File: config.mk
export PLATFORM = sky130hd
export DESIGN_NAME = key_debounce_multi_flat
export DESIGN_NICKNAME = d
export VERILOG_FILES = /design/src/rtl/key_debounce_pkg.sv /design/src/rtl/key_debounce_multi_if.sv /design/src/rtl/key_debounce_ch.sv /design/src/rtl/key_debounce_multi.sv /design/src/flat_wrapper.sv
export SDC_FILE = /design/constraint.sdc
export NUM_CORES = 1
export LEC_CHECK = 0
export ABC_CLOCK_PERIOD_IN_PS = 4400
export CORE_AREA = 2 2 92 112
export DETAILED_ROUTE_END_ITERATION = 16
export DIE_AREA = 0 0 94 114
export GPL_TIMING_DRIVEN = 0
export PLACE_DENSITY_LB_ADDON = 0.15
export SETUP_SLACK_MARGIN = 0.4
export SYNTH_ARGS = -nofsm -noshare
export SYNTH_HDL_FRONTEND = slang
export SYNTH_SLANG_ARGS = --single-unit
File: constraint.sdc
create_clock -name clk -period 4.4 [get_ports clk]
set_clock_uncertainty 0.15 [all_clocks]
set_input_delay 0.88 -clock clk [delete_from_list [all_inputs] [get_ports clk]]
set_output_delay 0.88 -clock clk [all_outputs]
set_load 0.03 [all_outputs]
File: src/rtl/key_debounce_pkg.sv
// Shared types for the multi-key debouncer: one-hot channel state encoding and the
// normalised (1 = pressed) released level used for synchroniser reset.
package key_debounce_pkg;

  typedef enum logic [3:0] {
    IDLE          = 4'b0001,
    PRESS_DELAY   = 4'b0010,
    WAIT_RELEASE  = 4'b0100,
    RELEASE_DELAY = 4'b1000
  } state_t;

  localparam int   STATE_W      = 4;
  localparam logic KEY_RELEASED = 1'b0;

endpackage

File: src/rtl/key_debounce_multi_if.sv
// Key pins and per-channel debounced outputs, grouped for the debouncer boundary.
interface key_debounce_multi_if #(
  parameter int NUM_KEYS = 4
);
  // No valid/ready handshake here: key_in is a free-running raw level, key_vld is a level,
  // and key_press/key_release/key_long are single-cycle strobes meant to be sampled every clock.
  logic [NUM_KEYS-1:0]   key_in;
  logic [NUM_KEYS-1:0]   key_vld;
  logic [NUM_KEYS-1:0]   key_press;
  logic [NUM_KEYS-1:0]   key_release;
  logic [NUM_KEYS-1:0]   key_long;
  logic [4*NUM_KEYS-1:0] state;

  modport master (
    output key_in,
    input  key_vld, key_press, key_release, key_long, state
  );

  modport slave (
    input  key_in,
    output key_vld, key_press, key_release, key_long, state
  );
endinterface

File: src/rtl/key_debounce_ch.sv
// One debounce channel: 2-flop synchroniser, IDLE/PRESS_DELAY/WAIT_RELEASE/RELEASE_DELAY FSM,
// registered level and strobes. Long-press counter present only with KEY_LONG_PRESS_EN.
module key_debounce_ch
  import key_debounce_pkg::*;
#(
  parameter int DELAY_TIME = 18'h3ffff
`ifdef KEY_LONG_PRESS_EN
  ,
  parameter int LONG_TIME  = 24'hffffff
`endif
) (
  input  logic   clk,
  input  logic   rst,
  input  logic   key,
  output logic   key_vld,
  output logic   key_press,
  output logic   key_release,
  output logic   key_long,
  output state_t state
);

  localparam int             CNT_W   = $clog2(DELAY_TIME + 1);
  localparam logic [CNT_W-1:0] CNT_MAX = CNT_W'(DELAY_TIME);

  logic             sync1, sync2;
  state_t           state_q, state_d;
  logic [CNT_W-1:0] cnt_q, cnt_d;
  logic             vld_d, press_d, release_d;

  assign state = state_q;

  always_ff @(posedge clk) begin
    if (rst) begin
      sync1       <= KEY_RELEASED;
      sync2       <= KEY_RELEASED;
      state_q     <= IDLE;
      cnt_q       <= '0;
      key_vld     <= 1'b1;
      key_press   <= 1'b0;
      key_release <= 1'b0;
    end else begin
      sync1       <= key;
      sync2       <= sync1;
      state_q     <= state_d;
      cnt_q       <= cnt_d;
      key_vld     <= vld_d;
      key_press   <= press_d;
      key_release <= release_d;
    end
  end

  // Counter only advances inside the delay states; any other path leaves it cleared.
  always_comb begin
    state_d   = state_q;
    cnt_d     = '0;
    vld_d     = key_vld;
    press_d   = 1'b0;
    release_d = 1'b0;
    case (state_q)
      IDLE: begin
        if (sync2) state_d = PRESS_DELAY;
      end
      PRESS_DELAY: begin
        if (!sync2) begin
          state_d = IDLE;
        end else if (cnt_q == CNT_MAX) begin
          state_d = WAIT_RELEASE;
          press_d = 1'b1;
          vld_d   = 1'b0;
        end else begin
          cnt_d = cnt_q + 1'b1;
        end
      end
      WAIT_RELEASE: begin
        if (!sync2) state_d = RELEASE_DELAY;
      end
      RELEASE_DELAY: begin
        if (sync2) begin
          state_d = WAIT_RELEASE;
        end else if (cnt_q == CNT_MAX) begin
          state_d   = IDLE;
          release_d = 1'b1;
          vld_d     = 1'b1;
        end else begin
          cnt_d = cnt_q + 1'b1;
        end
      end
      default: state_d = IDLE;
    endcase
  end

`ifdef KEY_LONG_PRESS_EN
  localparam int              LONG_W   = $clog2(LONG_TIME + 1);
  localparam logic [LONG_W-1:0] LONG_MAX = LONG_W'(LONG_TIME);
  localparam logic [LONG_W-1:0] LONG_PRE = LONG_W'(LONG_TIME - 1);

  logic [LONG_W-1:0] long_cnt;

  // Counts only while the key is accepted as held; saturation yields one strobe per press.
  always_ff @(posedge clk) begin
    if (rst || state_q == IDLE || state_q == PRESS_DELAY) begin
      long_cnt <= '0;
      key_long <= 1'b0;
    end else if (long_cnt != LONG_MAX) begin
      long_cnt <= long_cnt + 1'b1;
      key_long <= (long_cnt == LONG_PRE);
    end else begin
      key_long <= 1'b0;
    end
  end
`else
  assign key_long = 1'b0;
`endif

endmodule

File: src/rtl/key_debounce_multi.sv
// N-channel push-button debouncer: polarity normalisation plus one key_debounce_ch per key.
// Optional long-press strobe enabled by defining KEY_LONG_PRESS_EN.
module key_debounce_multi
  import key_debounce_pkg::*;
#(
  parameter int NUM_KEYS   = 4,
  parameter int DELAY_TIME = 18'h3ffff,
  parameter int ACTIVE_LOW = 1
`ifdef KEY_LONG_PRESS_EN
  ,
  parameter int LONG_TIME  = 24'hffffff
`endif
) (
  input logic                  clk,
  input logic                  rst,
  key_debounce_multi_if.slave  keys
);

  for (genvar i = 0; i < NUM_KEYS; i++) begin : g_ch
    logic   pressed;
    logic   vld, prs, rls, lng;
    state_t st;

    assign pressed = (ACTIVE_LOW != 0) ? ~keys.key_in[i] : keys.key_in[i];

    key_debounce_ch #(
      .DELAY_TIME (DELAY_TIME)
`ifdef KEY_LONG_PRESS_EN
      ,
      .LONG_TIME  (LONG_TIME)
`endif
    ) u_ch (
      .clk         (clk),
      .rst         (rst),
      .key         (pressed),
      .key_vld     (vld),
      .key_press   (prs),
      .key_release (rls),
      .key_long    (lng),
      .state       (st)
    );

    assign keys.key_vld[i]                 = vld;
    assign keys.key_press[i]               = prs;
    assign keys.key_release[i]             = rls;
    assign keys.key_long[i]                = lng;
    assign keys.state[STATE_W*i +: STATE_W] = st;
  end

endmodule
File: src/flat_wrapper.sv
// flat-port wrapper written by rule: the top's interface ports become plain ports
module key_debounce_multi_flat import key_debounce_pkg::*;
#(
  parameter int NUM_KEYS   = 4,
  parameter int DELAY_TIME = 18'h3ffff,
  parameter int ACTIVE_LOW = 1

)
  (clk, rst, keys_key_in, keys_key_vld, keys_key_press, keys_key_release, keys_key_long, keys_state);
  key_debounce_multi_if #(.NUM_KEYS(NUM_KEYS)) keys_i ();
  input logic clk;
  input logic rst;
  input wire logic [$bits(keys_i.key_in)-1:0] keys_key_in;
  output wire logic [$bits(keys_i.key_vld)-1:0] keys_key_vld;
  output wire logic [$bits(keys_i.key_press)-1:0] keys_key_press;
  output wire logic [$bits(keys_i.key_release)-1:0] keys_key_release;
  output wire logic [$bits(keys_i.key_long)-1:0] keys_key_long;
  output wire logic [$bits(keys_i.state)-1:0] keys_state;
  assign keys_i.key_in = keys_key_in;
  assign keys_key_vld = keys_i.key_vld;
  assign keys_key_press = keys_i.key_press;
  assign keys_key_release = keys_i.key_release;
  assign keys_key_long = keys_i.key_long;
  assign keys_state = keys_i.state;
  key_debounce_multi #(.NUM_KEYS(NUM_KEYS), .DELAY_TIME(DELAY_TIME), .ACTIVE_LOW(ACTIVE_LOW)) u_core (.clk(clk), .rst(rst), .keys(keys_i));
endmodule
# == Yosys cells after proc, flatten, opt, wreduce, memory -nomap -nowiden ==
# Cells that the tools add are included.
# totals
ff_bits,108
inputBits,6
out_inout_bits,32
word_cells,188
# classes
addsub,4
n_eq_ne,52
n_mux,68
bitwise_logic,16
n_reduce_logical,20
# op_table
op,count
two-way mux 18 bit,12
case mux 18 bit (2 select lines),4
two-way mux 4 bit,24
"adder 18 x 1 -> 18 bit, second input constant",4
"equality test 18 bit, second input constant",4
case mux 4 bit (4 select lines),4
"inequality test 2 bit, second input constant",24
"inequality test 3 bit, second input constant",8
OR reduction 3 bit,8
two-way mux 1 bit,20
AND reduction 5 bit,4
"equality test 4 x 1 -> 1 bit, second input constant",4
"equality test 4 x 2 -> 1 bit, second input constant",4
"equality test 4 x 3 -> 1 bit, second input constant",4
"equality test 4 bit, second input constant",4
NOT 1 bit,16
AND reduction 4 bit,4
case mux 1 bit (2 select lines),4
nonzero test 2 bit,4

# == Longest topological paths before layout ==
# Gate-level depths: netlist of run 1.
# depth
word_depth,4
mapped_depth,7
mapped_depth_nobuf,5

# == Modules after synthesis ==
# Synthesis of run 1 repeated with hierarchy kept, for this count alone.
# unflattened
cells_unflattened,610
hier_area_um2,5449.0
# by_module_without_submodules
module,instances,cells_per_inst,area_per_inst_um2,seq_area_each_um2
key_debounce_ch (u_core.g_ch[1].u_ch ...),2,145,1338.8,540.5
key_debounce_ch (u_core.g_ch[3].u_ch),1,155,1343.8,540.5
key_debounce_ch (u_core.g_ch[0].u_ch),1,145,1292.5,540.5
key_debounce_multi,1,20,135.1,0.0

# == Least setup slack after synthesis of run 1 ==
# Ideal clock, no wire load.
# synth_timing
path_type,input -> register
startpoint,in rst
endpoint,reg u_core.g_ch[0].u_ch.state_q[2]
setup_ns,0.116
t_arrival_ns,1.920
t_required_ns,4.134
slack_ns,2.213
path_stages,5
n_path_buf,3
path_cell_list,clkbuf_1 > clkbuf_1 > clkbuf_1 > nor2_1 > o211a_1
# synth_rtl
element,line_no,rtl
start: declaration,flat_wrapper.sv:12,input logic rst;
end signal: assignment,key_debounce_ch.sv:44,state_q <= state_d;
end: declaration,key_debounce_ch.sv:26,"state_t state_q, state_d;"

# == Worst setup path in the final report of run 1 ==
# layout_timing
startpoint,reg u_core.g_ch[0].u_ch.state_q[2]
endpoint,out keys_state[2]
# layout_rtl
element,line_no,rtl
end: declaration,flat_wrapper.sv:18,output wire logic [$bits(keys_i.state)-1:0] keys_state;
# No word-level cell between the ends.

==> results.json, run 1 <==
{
  "num_io_pins": 38,
  "ys_dominant_reg_cell": "sky130_fd_sc_hd__dfxtp_1",
  "nets": 650,
  "netlist-cell-type-count": 68,
  "core_area_um2": 9760,
  "detailed_placement_wirelength_estimate_um": 7570,
  "status": "completed",
  "rsz0062_at_grt": "no",
  "cts_max_path_buffers": 2,
  "grt_use_total_pct": 20.0,
  "end_point_of_the_most_critical_hold_path": "u_core.g_ch[1].u_ch.sync2$_SDFF_PP0_",
  "ant_nets": 0,
  "worstMarginPinSlew_ns": 0.644,
  "drcViolationCount": 0,
  "number_of_synthesized_flops_with_an_enable_pin": 0,
  "post_cts.repair.setup_buffers": 0,
  "report.final.slew_viol_count": 0,
  "layoutNonFillerInstCount": 771,
  "critical_path_peak_fanout": 10,
  "timing.critical_path.cells": "clkdlybuf4s50_1",
  "fp.dieH_um": 114,
  "overflow": 0,
  "layout_common_cells": "sky130_fd_sc_hd__dfxtp_1, sky130_fd_sc_hd__nor2_1, sky130_fd_sc_hd__clkdlybuf4s50_1",
  "timing.critical_path.required_ns": 3.37,
  "max_freq_mhz": 377,
  "drive_gt1_share_pct": 9.30,
  "endpoint_kind": "output pin",
  "antenna_found_initial": 0,
  "cts_tree": "yes",
  "critical-path-top-delay-family": "buffers and inverters",
  "power-per-cell-area_nw_per_um2": 300,
  "syn2layout_area_growth_pct": 14.7,
  "grt_pass1_vias": 4037,
  "insertedDiodeCount": 0,
  "dieArea_um2": 10700,
  "synthArstFlopShare_pct": 0,
  "cts.repair.resized": 0,
  "first_pass_grt_wire_length_um": 17500,
  "synth_seq_cells": 108,
  "critical_path.max_stage_delay_ns": 0.74,
  "totalNegativeSetupSlack_ns": 0,
  "timing.final.hold_violations": 0,
  "initial_utilization_pct": 53.0,
  "firstDrtPassIters": 6,
  "layout.cell_area.non_filler_um2": 5930,
  "register_area_share_after_synthesis_pct": 41.8,
  "hold_start": "u_core.g_ch[1].u_ch.sync1$_SDFF_PP0_",
  "post_drt_via_cell_ratio": 5.58,
  "number_of_cell_instances_on_the_worst_register_to_register_path": 6,
  "drt-total-wl_um": 10400,
  "synth_cells": 594,
  "static-leakage-power_nw": 1.92,
  "r2r_end": "u_core.g_ch[3].u_ch.cnt_q[4]$_SDFF_PP0_",
  "port_buffers": 32,
  "drt_iter0_drc": 167,
  "clkSinkCount": 108,
  "post_cts_hold_buffer_count": 0,
  "setup.worst_path.start_class": "flip-flop",
  "total_power_mw": 1.78,
  "commonest_non_fill_non_tap_cell_in_the_layout": "sky130_fd_sc_hd__dfxtp_1",
  "worstSetupPathType": "flip-flop to output pin",
  "routed_wire_length_per_instance_um": 13.5,
  "cp_slowest_cell": "sky130_fd_sc_hd__clkdlybuf4s50_1",
  "arrival_ns": 1.62,
  "synthesis.area_um2": 5170,
  "worst-path-stages": 1,
  "chipWidth_um": 94,
  "gp_congestion": 0.801,
  "cts-buffers-inserted": 9,
  "setup.reg_to_reg.worst_slack_ns": 1.98,
  "layout_worst_path_cycle_share_pct": 60.2,
  "r2r-start": "u_core.g_ch[3].u_ch.cnt_q[0]$_SDFF_PP0_",
  "place_inst": 755,
  "root_buffer": "sky130_fd_sc_hd__clkbuf_16",
  "timing.hold.ws_ns": 0.287,
  "slew_headroom_pct": 56.5,
  "worst_ir_drop_on_vdd_v": 0.000157,
  "critical_path_buf_inv_count": 1,
  "worstHoldPathCells": 1,
  "clk-insertion-delay-late_ns": 0.34,
  "cts.clk_slew.worst_paths_ns": 0.07,
  "synth-warning-count": 0,
  "avgSynthCellArea_um2": 8.71,
  "layout_min_cycle_time_ns": 2.65,
  "setup_failing_eps_final": 0,
  "overall_via_count_from_detail_route": 4304,
  "largest_net_degree_at_the_start_of_global_routing": 17,
  "row_count": 40,
  "worstHoldPathType": "flip-flop to flip-flop",
  "htree_levels": 3,
  "placed_area_um2": 5660,
  "max_cap_viol_count": 0
}
[sequential cells by signal (all words and copies together) (netlist names)]
name,cells
u_core.g_ch.u_ch.cnt_q,72
u_core.g_ch.u_ch.state,16
u_core.g_ch.u_ch.key_press,4
u_core.g_ch.u_ch.key_release,4
u_core.g_ch.u_ch.key_vld,4
u_core.g_ch.u_ch.sync1,4
u_core.g_ch.u_ch.sync2,4
[routing by layer]
metal / share of wire, % / track usage [%]
met3: 2.4 / 3.10
met4: 1.8 / 8.50
met1: 44 / 23.2
met5: 0 / 0
met2: 52 / 36.1
[layout make-up]
cell class | instances | area (um2)
fill | 891 | 3820
inverter | 15 | 56.3
multi-input combinational | 435 | 2730
clock buffer | 12 | 246
clock inverter | 4 | 25.0
buffer | 39 | 240
tap | 126 | 158
sequential | 108 | 2160
timing repair buffer | 32 | 320
[where the power goes]
| part | internal [mW] | switching (mW) | total [mW] |
|---|---|---|---|
| Combinational | 0.0216 | 0.0314 | 0.0530 |
| Sequential | 0.983 | 0.00627 | 0.989 |
| Clock | 0.398 | 0.342 | 0.740 |
| Total | 1.40 | 0.379 | 1.78 |
[cells by family (layout without fill, tap and decap cells)]
| kind of cell | after synthesis | in the layout | synth area share, % |
|---|---|---|---|
| AO/OA/AOI/OAI | 91 | 91 | 11.4 |
| multiplexers | 3 | 3 | 0.580 |
| adder cells (fa/ha/maj) | 4 | 4 | 0.967 |
| other | 1 | 4 | 0.0725 |
| flip-flops | 108 | 108 | 41.8 |
| XOR/XNOR | 50 | 50 | 8.46 |
| AND/OR/NAND/NOR | 283 | 283 | 31.0 |
| buffers and inverters | 54 | 102 | 5.73 |
[metrics by stage]
step           setup slack, ns  utilization [%]
2_1_floorplan             2.21                -
4_1_cts                   1.74             60.8
6_report                  1.75             60.8
3_3_place_gp              1.60             58.0
5_1_grt                   1.69             60.8
3_5_place_dp              1.60             58.0
[worst max path at each step]
stage / startpoint / to / slack (ns)
6_report: u_core.g_ch[0].u_ch.state[2]$_SDFFE_PP0P_ / keys_state[2] / 1.75
5_1_grt: u_core.g_ch[0].u_ch.state[0]$_SDFFE_PP1P_ / keys_state[0] / 1.69
4_1_cts: u_core.g_ch[0].u_ch.state[2]$_SDFFE_PP0P_ / keys_state[2] / 1.74
3_5_place_dp: rst / u_core.g_ch[0].u_ch.state[2]$_SDFFE_PP0P_ / 1.60
3_3_place_gp: rst / u_core.g_ch[3].u_ch.key_release$_SDFF_PP0_ / 1.60
2_1_floorplan: rst / u_core.g_ch[0].u_ch.state[2]$_SDFFE_PP0P_ / 2.21
[cells in the mapped netlist, drive strengths merged (2+ instances only)]
| master | instances | area share [%] |
|---|---|---|
| xor2 | 25 | 4.2 |
| or3 | 18 | 2.2 |
| inv | 15 | 1.1 |
| or3b | 4 | 0.73 |
| a31o | 3 | 0.51 |
| o211ai | 3 | 0.44 |
| mux2i | 3 | 0.58 |
| dfxtp | 108 | 42 |
| clkbuf | 14 | 1.0 |
| a41o | 2 | 0.39 |
| nor4 | 14 | 2.4 |
| nor3b | 2 | 0.29 |
| a21boi | 3 | 0.44 |
| xnor2 | 25 | 4.2 |
| or2 | 3 | 0.41 |
| nand3 | 31 | 3.0 |
| a21o | 3 | 0.44 |
| or4 | 8 | 1.2 |
| and4 | 11 | 1.9 |
| nor4b | 2 | 0.34 |
| and3b | 2 | 0.34 |
| nor3 | 13 | 1.3 |
| o31ai | 6 | 0.87 |
| ha | 4 | 0.97 |
| nor2b | 5 | 0.60 |
| o21bai | 3 | 0.65 |
| a211oi | 6 | 0.97 |
| nor2 | 77 | 5.6 |
| nand4 | 26 | 3.3 |
| or4b | 4 | 0.77 |
| and3 | 10 | 1.2 |
| and2 | 3 | 0.36 |
| o21ai | 21 | 2.1 |
| a31oi | 2 | 0.24 |
| buf | 25 | 3.6 |
| nand3b | 7 | 1.0 |
| nand2 | 28 | 2.0 |
| a21oi | 31 | 3.0 |
| nand2b | 11 | 1.3 |
Power figures use the tool's default switching activity.
==> run 2: changes to the inputs <==
--- a/config.mk
+++ b/config.mk
@@ -5,10 +5,10 @@
 export SDC_FILE = /design/constraint.sdc
 export NUM_CORES = 1
 export LEC_CHECK = 0
-export ABC_CLOCK_PERIOD_IN_PS = 4400
-export CORE_AREA = 2 2 92 112
+export ABC_CLOCK_PERIOD_IN_PS = 2400
+export CORE_AREA = 2 2 94 114
 export DETAILED_ROUTE_END_ITERATION = 16
-export DIE_AREA = 0 0 94 114
+export DIE_AREA = 0 0 96 116
 export GPL_TIMING_DRIVEN = 0
 export PLACE_DENSITY_LB_ADDON = 0.15
 export SETUP_SLACK_MARGIN = 0.4
==> constraint.sdc (replaced) <==
create_clock -name clk -period 2.4 [get_ports clk]
set_clock_uncertainty 0.15 [all_clocks]
set_input_delay 0.48 -clock clk [delete_from_list [all_inputs] [get_ports clk]]
set_output_delay 0.48 -clock clk [all_outputs]
set_load 0.03 [all_outputs]
==> run 2 against run 1 <==
  * Sequential power grew 83%
  * Wire length grew 5.2%
  * Design area grew 7.2%
  * Register-to-register slack lost 1.5 ns
  * Critical endpoint is now keys_state[1]
  * Largest cell class unchanged
==> results.json, run 2 (synthesized netlist as in run 1, its figures left out) <==
{
  "timing.critical_path.cells": "clkdlybuf4s50_1",
  "setup_slack_ns": 0.430,
  "static-leakage-power_nw": 2.27,
  "totalNegativeSetupSlack_ns": 0,
  "overall_via_count_from_detail_route": 4437,
  "dieArea_um2": 11100,
  "max_freq_mhz": 508,
  "worst_ir_drop_on_vdd_v": 0.000354,
  "clk-insertion-delay-late_ns": 0.35,
  "rsz0062_at_grt": "yes",
  "number_of_cell_instances_on_the_worst_register_to_register_path": 6,
  "power-per-cell-area_nw_per_um2": 560,
  "clkSinkCount": 108,
  "largest_register_ffs": 72,
  "pre_cts_ws_ns": -0.0446,
  "drt_iter0_drc": 152,
  "timing.critical_path.required_ns": 1.77,
  "post_cts_hold_buffer_count": 0,
  "commonest_non_fill_non_tap_cell_in_the_layout": "sky130_fd_sc_hd__dfxtp_1",
  "antenna_found_initial": 0,
  "root_buffer": "sky130_fd_sc_hd__clkbuf_16",
  "setup.worst_path.start_class": "flip-flop",
  "num_io_pins": 38,
  "chipWidth_um": 96,
  "firstDrtPassIters": 4,
  "worstSetupPathType": "flip-flop to output pin",
  "overflow": 0,
  "layout_min_cycle_time_ns": 1.97,
  "grt_pass1_vias": 4172,
  "syn2layout_area_growth_pct": 23.0,
  "grt_use_total_pct": 20.5,
  "worst_setup_path_endpoint": "keys_state[1]",
  "timing.final.hold_violations": 0,
  "initial_utilization_pct": 51.9,
  "critical-path-top-delay-family": "buffers and inverters",
  "drcViolationCount": 0,
  "post_drt_via_cell_ratio": 5.60,
  "insertedDiodeCount": 0,
  "port_buffers": 32,
  "drt-total-wl_um": 10900,
  "endpoint_kind": "output pin",
  "cts_tree": "yes",
  "cts-buffers-inserted": 9,
  "worst-path-stages": 1,
  "cp_slowest_cell": "sky130_fd_sc_hd__clkdlybuf4s50_1",
  "critical_path_buf_inv_count": 1,
  "max_cap_viol_count": 0,
  "layoutNonFillerInstCount": 793,
  "largest_net_degree_at_the_start_of_global_routing": 18,
  "cts_max_path_buffers": 2,
  "worstSetupStartpoint": "u_core.g_ch[0].u_ch.state[1]$_SDFFE_PP0P_",
  "core_area_um2": 9960,
  "htree_levels": 3,
  "r2r-start": "u_core.g_ch[1].u_ch.state[1]$_SDFFE_PP0P_",
  "nets": 673,
  "setup.reg_to_reg.worst_slack_ns": 0.44,
  "timing.hold.ws_ns": 0.291,
  "r2r_end": "u_core.g_ch[1].u_ch.cnt_q[11]$_SDFF_PP0_",
  "arrival_ns": 1.34,
  "total_power_mw": 3.56,
  "detailed_placement_wirelength_estimate_um": 7560,
  "row_count": 40,
  "place_inst": 755,
  "cts.clk_slew.worst_paths_ns": 0.07,
  "critical_path_peak_fanout": 2,
  "worstHoldPathType": "flip-flop to flip-flop",
  "placed_area_um2": 5700,
  "largest_register": "u_core.g_ch.u_ch.cnt_q",
  "ant_nets": 0,
  "first_pass_grt_wire_length_um": 18300,
  "critical_path.max_stage_delay_ns": 0.67,
  "layout.cell_area.non_filler_um2": 6360,
  "layout_worst_path_cycle_share_pct": 82.1,
  "routed_wire_length_per_instance_um": 13.8,
  "drive_gt1_share_pct": 18.3,
  "status": "completed",
  "finish.utilization_pct": 63.9,
  "layout_common_cells": "sky130_fd_sc_hd__dfxtp_1, sky130_fd_sc_hd__nor2_1, sky130_fd_sc_hd__buf_4",
  "setup_failing_eps_final": 0,
  "report.final.slew_viol_count": 0,
  "gp_congestion": 0.783,
  "fp.dieH_um": 116
}
-- run 2: timing repair --
action / CTS / global route
gates resized for setup: 39 / 39
pin swaps: 6 / 11
cloned: 1 / 0
hold endpoints to repair: 0 / 0
buffers inserted: 12 / 10
endpoints found under the setup margin: 89 / 62
-- run 2: where the power goes --
part           switching, mW  internal (mW)
Sequential            0.0116           1.80
Clock                  0.650           1.01
Combinational         0.0581         0.0386
-- run 2: routing by layer --
| metal | vias up | wire length (um) | global-route usage (%) |
|---|---|---|---|
| met3 | 15 | 258 | 3.06 |
| li1 | 2252 | - | - |
| met2 | 57 | 5530 | 35.6 |
| met1 | 2113 | 4930 | 25.2 |
| met5 | - | 0 | 0 |
| met4 | 0 | 197 | 8.00 |
-- run 2: final cells by class --
class	instances	area (um2)
clock inverter	4	77.6
sequential	108	2190
buffer	39	270
multi-input combinational	435	2870
inverter	15	56.3
fill	845	3600
tap	126	158
clock buffer	11	264
timing repair buffer	55	485
-- run 2: how the worst min path moves through the flow --
stage,start,endpoint,slack [ns],cells past startpoint
final,u_core.g_ch[1].u_ch.cnt_q[0]$_SDFF_PP0_,u_core.g_ch[1].u_ch.cnt_q[0]$_SDFF_PP0_,0.29,1
after global routing,u_core.g_ch[3].u_ch.sync1$_SDFF_PP0_,u_core.g_ch[3].u_ch.sync2$_SDFF_PP0_,0.30,1
after CTS,u_core.g_ch[3].u_ch.cnt_q[0]$_SDFF_PP0_,u_core.g_ch[3].u_ch.cnt_q[0]$_SDFF_PP0_,0.28,1
after detailed placement,u_core.g_ch[3].u_ch.cnt_q[0]$_SDFF_PP0_,u_core.g_ch[3].u_ch.cnt_q[0]$_SDFF_PP0_,0.27,1
after global placement,u_core.g_ch[3].u_ch.cnt_q[0]$_SDFF_PP0_,u_core.g_ch[3].u_ch.cnt_q[0]$_SDFF_PP0_,0.26,1
after floorplan,u_core.g_ch[3].u_ch.cnt_q[0]$_SDFF_PP0_,u_core.g_ch[3].u_ch.cnt_q[0]$_SDFF_PP0_,0.25,1
-- run 2: worst reg2reg max path, cell delays in order (launching register included) --
cell and delay (ns):
sky130_fd_sc_hd__dfxtp_2 0.33, sky130_fd_sc_hd__buf_6 0.13, sky130_fd_sc_hd__or3b_4 0.39, sky130_fd_sc_hd__a2111o_1 0.42, sky130_fd_sc_hd__a21o_4 0.23, sky130_fd_sc_hd__buf_4 0.14
sky130_fd_sc_hd__a21oi_1 0.10
==> RTL edit, RTL diff (settings of run 1) <==
`NUM_KEYS` is set to 4 in 3 places; all go to 5.
--- a/src/rtl/key_debounce_multi_if.sv
+++ b/src/rtl/key_debounce_multi_if.sv
@@ -2,3 +2,3 @@
 interface key_debounce_multi_if #(
-  parameter int NUM_KEYS = 4
+  parameter int NUM_KEYS = 5
 );
--- a/src/rtl/key_debounce_multi.sv
+++ b/src/rtl/key_debounce_multi.sv
@@ -5,3 +5,3 @@
 #(
-  parameter int NUM_KEYS   = 4,
+  parameter int NUM_KEYS   = 5,
   parameter int DELAY_TIME = 18'h3ffff,
--- a/src/flat_wrapper.sv
+++ b/src/flat_wrapper.sv
@@ -3,3 +3,3 @@
 #(
-  parameter int NUM_KEYS   = 4,
+  parameter int NUM_KEYS   = 5,
   parameter int DELAY_TIME = 18'h3ffff,
Interface: changed (6 resized); port bits go from 38 to 47. No check against the original RTL was run, so the function may have changed too.
==> RTL edit against run 1 <==
  * Wire length increased by 17%
  * Critical path depth is 6 higher
  * Count of clock-buffer cells in the layout grew 12
  * Design area rose by 22%
  * Combinational power increased by 18%
  * Worst setup slack got worse by 0.13 ns
  * Area after synthesis grew 16%
  * Total power rose by 61%
  * Sequential cell count up 27
  * First-iteration DRC count decreased by 3.6%
  * Die area is the same
==> RTL edit: results (changes against run 1) <==
Internal Dissipation=0.00234 W (+67%); status=completed; via/cell ratio=5.51 (-1.3%); count of input and output buffers=41 (+28%); fraction of layout cells with a size suffix above 1=10.7% (+1.4 points); vias in the first global route=4836 (+20%); R2R setup slack=1.94 ns (-0.04 ns); aggregate global-route resource usage=24.0% (+4.1 points); critical path arrival=2.90 ns (+1.28 ns); first-pass GRT wire length=20.9 mm (+20%); first-iteration detailed-routing DRC count=161 (-3.6%); Unique masters post-synth=66 (-2.9%); fin nets=750 (+15%); cell count after synthesis=674 (+13%); first-pass iteration count of the detailed router=4 (-2); Area contributors post-synth=dfxtp_1 45%, nor2_1 7.3%, xor2_1 7.3%; post-synthesis sequential area ratio=45.0% (+3.2 points); hpwl dp=8.32 mm (+10%); CTS buffer count=17 (+8); Total Wirelength=12.2 mm (+17%); maximum ir drop on the vdd rail=0.000316 V (+100%); Post-synth top cells=135 x dfxtp_1, 117 x nor2_1, 50 x xor2_1, 39 x nand2_1, 39 x nand3_1; power in combinational cells=0.0000628 W (+18%); placed cells=845 (+12%); via count=4831 (+12%); Worst-Skew Late Latency=0.41 ns (+0.07 ns); Synth warnings=0 (unchanged); global placer's final weighted congestion=0.871 (+8.7%); Power Clock=0.00157 W (+110%); CTS clk-pin slew, worst paths=0.05 ns (-0.02 ns); Clock H-tree levels=4 (+1); max reg flops=90 (+25%); critical path's largest stage delay=0.68 ns (-0.06 ns); Static Leakage=2.42 nW (+26%); Worst Max-Slew Pin Slew=0.672 ns (+0.0280 ns); top power group=clock
[RTL edit: changes by cell type in the layout (fill, tap and decap cells not counted), moves of 6 or more]
cell / run 1 / this run
nor2_4: 0 / 8
clkbuf_16: 9 / 17
dfxtp_1: 108 / 135
nand3_1: 31 / 39
clkdlybuf4s50_1: 32 / 41
nand4_1: 25 / 19
a21oi_1: 31 / 11
nor2_1: 77 / 117
xor2_1: 25 / 50
or4_1: 8 / 2
or3_1: 17 / 5
nand2_1: 28 / 39
[RTL edit: per-layer routing]
metal / share of wire, % / up-vias / GRT usage [%]
met5: 0 / - / 0
met4: 1.1 / 0 / 8.60
met3: 3.4 / 16 / 4.95
met2: 54 / 85 / 45.0
met1: 41 / 2310 / 26.5
li1: - / 2420 / -
[RTL edit: logic make-up after synthesis]
| group | Yosys count | synth area share (%) |
|---|---|---|
| simple gates | 332 | 29.3 |
| other cells | 1 | 0.0625 |
| compound gates | 58 | 6.59 |
| buf+inv | 61 | 5.88 |
| xor+xnor | 79 | 11.5 |
| flops | 135 | 45.0 |
| fa+ha+maj | 5 | 1.04 |
| mux | 3 | 0.542 |
[RTL edit: area by class of cell]
| cell class | count | area [µm²] |
|---|---|---|
| Multi-Input combinational cell | 482 | 2960 |
| Buffer | 42 | 282 |
| Clock inverter | 8 | 165 |
| Sequential cell | 135 | 2700 |
| Fill cell | 717 | 2510 |
| Timing Repair Buffer | 41 | 410 |
| Tap cell | 126 | 158 |
| Inverter | 19 | 71.3 |
| Clock buffer | 24 | 502 |
[RTL edit: path summary, 6_finish.rpt]
kind / endpoint / startpoint / cells past startpoint
hold reg to reg: u_core.g_ch[3].u_ch.sync2$_SDFF_PP0_ / u_core.g_ch[3].u_ch.sync1$_SDFF_PP0_ / 1
setup reg to reg: u_core.g_ch[0].u_ch.cnt_q[8]$_SDFF_PP0_ / u_core.g_ch[0].u_ch.cnt_q[0]$_SDFF_PP0_ / 8
setup / recovery: u_core.g_ch[4].u_ch.cnt_q[4]$_SDFF_PP0_ / rst / 7
hold / removal: u_core.g_ch[3].u_ch.sync2$_SDFF_PP0_ / u_core.g_ch[3].u_ch.sync1$_SDFF_PP0_ / 1
[RTL edit: through the flow]
step / area [µm²] / utilization [%] / setup slack [ns] / power (W) / hold slack (ns)
4_1_cts: 7250 / 74.3 / 1.64 / 0.00289 / 0.293
3_5_place_dp: 6590 / 67.5 / 1.23 / 0.00133 / 0.278
5_1_grt: 7250 / 74.3 / 1.50 / 0.00296 / 0.314
6_report: 7250 / 74.3 / 1.62 / 0.00288 / 0.289
2_1_floorplan: 6020 / - / 2.21 / 0.00130 / 0.264
3_3_place_gp: 6590 / 67.5 / 1.24 / 0.00133 / 0.267
